<file path="config.mk">
export PLATFORM = sky130hd
export DESIGN_NAME = serial_addsub_unit
export DESIGN_NICKNAME = d
export VERILOG_FILES = /design/src/rtl/serial_addsub_pkg.sv /design/src/rtl/serial_fa_cell.sv /design/src/rtl/serial_addsub_unit.sv
export SDC_FILE = /design/constraint.sdc
export NUM_CORES = 1
export LEC_CHECK = 0
export ABC_AREA = 1
export CAP_MARGIN = 10
export CORE_AREA = 5 5 42 44
export DETAILED_ROUTE_END_ITERATION = 12
export DIE_AREA = 0 0 47 49
export HOLD_SLACK_MARGIN = 0.02
export PLACE_DENSITY_LB_ADDON = 0.25
export SYNTH_ARGS = -nofsm -noshare
export SYNTH_HDL_FRONTEND = slang
export SYNTH_SLANG_ARGS = --single-unit
</file>
<file path="constraint.sdc">
create_clock -name clk -period 1.3 [get_ports clk]
set_input_delay 0.39 -clock clk [delete_from_list [all_inputs] [get_ports clk]]
set_output_delay 0.39 -clock clk [all_outputs]
set_load 0.01 [all_outputs]
</file>
<file path="src/rtl/serial_addsub_pkg.sv">
// Shared types and constants for the bit-serial adder/subtractor.
// The STICKY_CARRY_EN build option is handled in serial_addsub_unit.
package serial_addsub_pkg;

    localparam int DEFAULT_WIDTH = 8;

    typedef enum logic [1:0] {
        LOAD = 2'd0,
        RUN  = 2'd1,
        DONE = 2'd2,
        IDLE = 2'd3
    } state_t;

    // Bit counter must be able to hold WIDTH itself after the last RUN edge.
    function automatic int count_width(input int width);
        return $clog2(width + 1);
    endfunction

endpackage

</file>
<file path="src/rtl/serial_fa_cell.sv">
// Combinational full adder cell with optional operand-B inversion for subtract.
module serial_fa_cell (
    input  logic a,
    input  logic b,
    input  logic c,
    input  logic add_sel,
    output logic s,
    output logic cout
);

    logic b_eff;

    // add_sel=1 passes B; add_sel=0 inverts B so A+~B+c forms A-B with c=1.
    assign b_eff = b ^ ~add_sel;
    assign s     = a ^ b_eff ^ c;
    assign cout  = (a & b_eff) | (a & c) | (b_eff & c);

endmodule

</file>
<file path="src/rtl/serial_addsub_unit.sv">
// One-frame-per-reset bit-serial adder/subtractor: WIDTH sum bits LSB-first, then carry-out.
// Build option STICKY_CARRY_EN: IDLE holds dout at the final carry-out instead of 0.
//
//   state | meaning
//   LOAD  | first edge after reset release: latch cin, clear bit count
//   RUN   | one operand bit per edge, sum bit to dout
//   DONE  | present final carry-out on dout
//   IDLE  | frame finished, inputs ignored until next reset
module serial_addsub_unit
    import serial_addsub_pkg::*;
#(
    parameter int WIDTH = DEFAULT_WIDTH
) (
    input  logic clk,
    input  logic reset,
    input  logic m0,
    input  logic m1,
    input  logic m2,
    input  logic cin,
    output logic dout
);

    localparam int CW = count_width(WIDTH);
    localparam logic [CW-1:0] LAST_BIT = CW'(WIDTH - 1);

    state_t          state_q, state_d;
    logic            carry_q, carry_d;
    logic [CW-1:0]   count_q, count_d;
    logic            dout_q,  dout_d;

    logic            fa_s;
    logic            fa_cout;

    serial_fa_cell u_fa (
        .a       (m0),
        .b       (m1),
        .c       (carry_q),
        .add_sel (m2),
        .s       (fa_s),
        .cout    (fa_cout)
    );

    always_comb begin
        state_d = state_q;
        carry_d = carry_q;
        count_d = count_q;
        dout_d  = 1'b0;
        case (state_q)
            LOAD: begin
                carry_d = cin;
                count_d = '0;
                state_d = RUN;
            end
            RUN: begin
                dout_d  = fa_s;
                carry_d = fa_cout;
                count_d = count_q + 1'b1;
                if (count_q == LAST_BIT) begin
                    state_d = DONE;
                end
            end
            DONE: begin
                dout_d  = carry_q;
                state_d = IDLE;
            end
            IDLE: begin
`ifdef STICKY_CARRY_EN
                dout_d = dout_q;
`else
                dout_d = 1'b0;
`endif
            end
            default: begin
                state_d = LOAD;
            end
        endcase
    end

    always_ff @(posedge clk or negedge reset) begin
        if (!reset) begin
            state_q <= LOAD;
            carry_q <= 1'b0;
            count_q <= '0;
            dout_q  <= 1'b0;
        end else begin
            state_q <= state_d;
            carry_q <= carry_d;
            count_q <= count_d;
            dout_q  <= dout_d;
        end
    end

    assign dout = dout_q;

endmodule

</file>
Yosys cells after proc, flatten, opt, wreduce, memory -nomap -nowiden
Index checks and enable logic that the tools add are counted.
Cells by class
  bitwise gates (word level): 9
  eq/ne operators: 4
  add/subtract/negate cells: 1
  divide/modulo/power cells: 0
  mux-type cells: 5
  magnitude comparators: 0
  shifts and indexed selects: 0
  multiply operators: 0
  reduce and logical (&&, ||, !) cells: 4
Operators by type and width (number)
  case mux 4 bit (2 select lines): 1
  case mux 2 bit (3 select lines): 1
  adder 4 x 1 -> 4 bit, second input constant: 1
  == test 4 x 3 -> 1 bit, second input constant: 1
  case mux 1 bit (2 select lines): 2
  bitwise AND 1 bit: 3
  nonzero test 3 bit: 1
  bitwise XOR 1 bit: 3
  == test 2 x 1 -> 1 bit, second input constant: 1
  == test 2 bit, second input constant: 1
  logical NOT 2 bit: 1
  2-to-1 mux 2 bit: 1
  != test 2 bit, second input constant: 1
  bitwise OR 1 bit: 2
  AND reduction 2 bit: 1
  nonzero test 2 bit: 1
  NOT 1 bit: 1
Storage, ports and cells
  register bits after elaboration: 8
  memories: 0
  ROM bits: 0
  output and inout bits: 1
  bits in writable memories: 0
  bits in latches: 0

Depth between registers and ports, before layout
  depth after elaboration: 6
  depth in mapped cells: 9
  gate-level depth less buffers: 8

Cells and area by module
A second synthesis with hierarchy kept.
Unflattened totals
  cell total of the unflattened synthesis: 62
  area, all modules: 488.0 µm²
Modules (own cells, without submodules)
  serial_addsub_unit: times used 1, cells an instance 52, area an instance 434.2 µm²
  serial_fa_cell: times used 1, cells an instance 10, area an instance 53.8 µm²

Least setup slack after synthesis
Ideal clock, no wire load.
  kind: input to register
  from: input port m2
  to: register dout_q (netlist: dout)
  library setup time: 0.084 ns
  cell stages on the path: 4
  data arrival time: 1.144 ns
  required time: 1.216 ns
  path slack: 0.072 ns
  path through: xnor2_1 -> fa_1 -> nand2_1 -> a21boi_0
Between the ends
  cells in the longest elaborated chain, start to end: 5
Ends and longest elaborated chain
  start, declared: line serial_addsub_unit.sv:18  | input logic m2,
  NOT 1 bit: line serial_fa_cell.sv:14  | assign b_eff = b ^ ~add_sel;
  bitwise XOR 1 bit: line serial_fa_cell.sv:14
  bitwise XOR 1 bit (2 in a row): line serial_fa_cell.sv:15  | assign s = a ^ b_eff ^ c;
  case mux 1 bit (2 select lines): line serial_addsub_unit.sv:48  | case (state_q)
  named net dout_d: line serial_addsub_unit.sv:29  | logic dout_q, dout_d;
  end signal, assigned: line serial_addsub_unit.sv:89  | dout_q <= dout_d;
  end, declared: line serial_addsub_unit.sv:29
The timed path passes the listed nets, and every way through them passes these cells.
A chain may end at the register's enable or synchronous reset.

Worst setup path in the final report
  from: input port m1
  to: register dout_q (netlist: dout)
Between the ends
  cells in the longest elaborated chain, start to end: 4
Ends and longest elaborated chain
  start, declared: line serial_addsub_unit.sv:17  | input logic m1,
  bitwise XOR 1 bit: line serial_fa_cell.sv:14
  bitwise XOR 1 bit (2 in a row): line serial_fa_cell.sv:15
  case mux 1 bit (2 select lines): line serial_addsub_unit.sv:48
  named net dout_d: line serial_addsub_unit.sv:29
The timed path passes the listed nets, and every way through them passes these cells.

==> impl_metrics.py <==
metrics = {
    "status": {
        "status": "finished, final reports clean",
    },
    "finish": {
        "final_common_cell": "nand2_1",
        "layout_common_cells": "nand2_1 (14), nand3_1 (8), dfrtp_1 (8)",
        "antennaDiodeCount": 0,
        "drive_above_1_share_pct": 22.39,
        "final.fill_count": 150,
        "fin_cells": 83,
        "syn_to_final_growth_pct": 23.04,
        "nNetsFinal": 81,
    },
    "synthesis": {
        "synth_area_sq_um": 510.5,
        "synth_cells": 58,
        "synth_seq_cells": 8,
        "yosysSeqAreaShare_pct": 39.22,
        "syn_area_per_cell_sq_um": 8.802,
        "synth_fp_nets": 70,
        "yosysWarnings": 0,
        "yosysUniqueCellTypes": 18,
    },
    "critical_path": {
        "criticalPathCategory": "input pin to register",
        "crit_required_ns": 1.48,
        "endpoint_kind": "register",
        "cp.arrival_ns": 1.44,
        "start_kind": "input pin",
        "cp_max_fo": 1,
    },
    "route": {
        "wirelength_um": 868,
        "firstDrtPassIters": 4,
        "vias_per_cell": 4.819,
        "postRouteAntennaNets": 0,
        "wire_per_inst_um": 10.46,
        "vias": 400,
        "drc": 0,
        "drt_iter0_drc": 4,
    },
    "sta": {
        "worst_pin_slew_ns": 0.3687,
        "fin_crit_sh_pct": 97.51,
        "slew_headroom_pct": 75.34,
        "fin_ws_ns": 0.03236,
        "finalHoldViolations": 0,
        "slew_violations": 0,
        "setup_viol": 0,
        "fin_setup_tns_ns": 0,
        "finClkSkew_ns": 0.005458,
        "min_period_ns": 1.268,
        "fmax_ghz": 0.7889,
        "grt_setup_unrepaired": "no",
    },
    "die": {
        "initial_core_util_pct": 36.43,
        "die_w_um": 47,
        "die_h_um": 49,
        "pin_count": 7,
        "coreArea_sq_um": 1401,
        "std_cell_rows": 14,
        "die_area_sq_um": 2303,
    },
    "placed_design": {
        "io_buffer_count": 6,
        "pre_cts_ws_ns": -0.4252,
        "hpwl_um": 683.1,
        "placed_cells": 80,
        "place_congestion": 0.7063,
    },
    "global_routing": {
        "antenna_found_initial": 0,
        "grt_start_max_net_pins": 11,
        "grt_usage_pct": 8.582,
        "grt_pass1_vias": 386,
        "grt_pass1_wl_um": 1435,
        "grt.overflow.total": 0,
    },
    "flow_run": {
        "maxCapViolations": 0,
    },
    "clock_tree": {
        "cts_sinks": 8,
        "clkTransAtPathRegs_ns": 0.06,
        "cts_tree": "yes",
        "worstSkewPairLatency_ns": 0.25,
        "cts_root_buf": "clkbuf_4",
        "cts_buffer_depth": 2,
        "cts_made_buffers": 3,
        "cts_max_level": 1,
    },
    "power_and_ir_drop": {
        "p_leak_nw": 0.2902,
        "powerDensity_nw_per_um2": 768.6,
        "irDropWorstVdd_mv": 0.5674,
    },
    "hold_path": {
        "hp-class": "input pin to async pin",
    },
}
==> metal layers <==
metal / GRT usage, % / routed length [um] / part of all wire [%]
met3: 2.214 / 33 / 3.8
met2: 13.12 / 430 / 50
met1: 10.11 / 404 / 47
met4: 5.530 / 0 / 0
met5: 0 / 0 / 0
==> where the power goes <==
group | switching (W) | internal, W | leakage [nW] | total (W)
clock | 0.0000820 | 0.000105 | 0.0138 | 0.000187
sequential | 0.00000496 | 0.000254 | 0.0938 | 0.000259
combinational | 0.0000161 | 0.0000203 | 0.183 | 0.0000364
total | 0.000103 | 0.000380 | 0.290 | 0.000483
==> registers in the layout, summed over array words and instances, names as in the netlist <==
| name | cells |
|---|---|
| count_q | 4 |
| dout | 1 |
| carry_q | 1 |
| state_q | 2 |
==> critical path, cell delays in order <==
cell	delay (ns)
clkdlybuf4s15_1	0.20
xnor2_2	0.15
fa_1	0.53
nand2_1	0.05
a21boi_1	0.12
==> metrics by stage <==
step / util [%] / hold slack, ns / power (W) / cell area [sq um]
2_1_floorplan: - / 0.09441 / 0.0002757 / 510.5
3_3_place_gp: 42.77 / 0.5347 / 0.0002986 / 599.3
6_report: 44.82 / 0.4184 / 0.0004828 / 628.1
4_1_cts: 44.73 / 0.4309 / 0.0004947 / 626.9
3_5_place_dp: 42.77 / 0.5316 / 0.0003018 / 599.3
5_1_grt: 44.82 / 0.4430 / 0.0005190 / 628.1
==> area by class of cell <==
type	count	area (sq um)	share of cell area, %
Multi-Input combinational cell	41	279.0	44.42
Sequential cell	8	200.2	31.87
Timing Repair Buffer	7	73.82	11.75
Inverter	8	32.53	5.179
Clock buffer	3	22.52	3.586
Tap cell	16	20.02	3.187
==> kinds of logic (layout without fill, tap and decap cells) <==
kind of cell	count (synthesis)	in the layout	synth area share (%)
DFF	8	8	39.22
AOI/OAI and AO/OA	5	5	7.599
buffers and inverters	9	18	8.580
and+or+nand+nor	29	29	26.72
adders and majority gates	6	6	16.18
xor gates and xnor gates	1	1	1.716
==> cell usage after synthesis <==
library cell / instances / share of area, %
nor2_1: 2 / 1.5
buf_6: 1 / 2.2
nand4_1: 2 / 2.5
xnor2_1: 1 / 1.7
a21boi_0: 1 / 1.5
dfrtp_1: 8 / 39
o21ai_2: 1 / 1.7
nand2_2: 2 / 2.5
a21oi_2: 1 / 1.7
nand2_1: 14 / 10
fa_1: 1 / 3.9
inv_4: 1 / 1.2
o21ai_0: 1 / 0.98
nand3_1: 8 / 7.8
ha_1: 5 / 12
inv_1: 7 / 5.1
a22o_1: 1 / 1.7
nor2_4: 1 / 2.2
==> worst paths after layout <==
| path | end | depth (start not counted) | slack (ns) | from |
|---|---|---|---|---|
| worst min register to register | count_q[0] | 1 | 0.54 | count_q[0] |
| worst max register to register | count_q[3] | 9 | 0.09 | state_q[1] |
| max in group asynchronous | count_q[2] | 1 | 0.61 | reset |
| min in group clk | count_q[0] | 1 | 0.54 | count_q[0] |
| worst max-delay path | dout | 5 | 0.03 | m1 |
| worst min-delay path | dout | 1 | 0.42 | reset |
==> repair_timing <==
action / in CTS / in global routing
resized for setup: 8 / 5
setup buffers: 0 / 0
hold buffers: 0 / 0
pin swaps: 3 / 3
setup endpoints to repair: 3 / 5
Note: power is estimated with default switching activity, not from simulation.
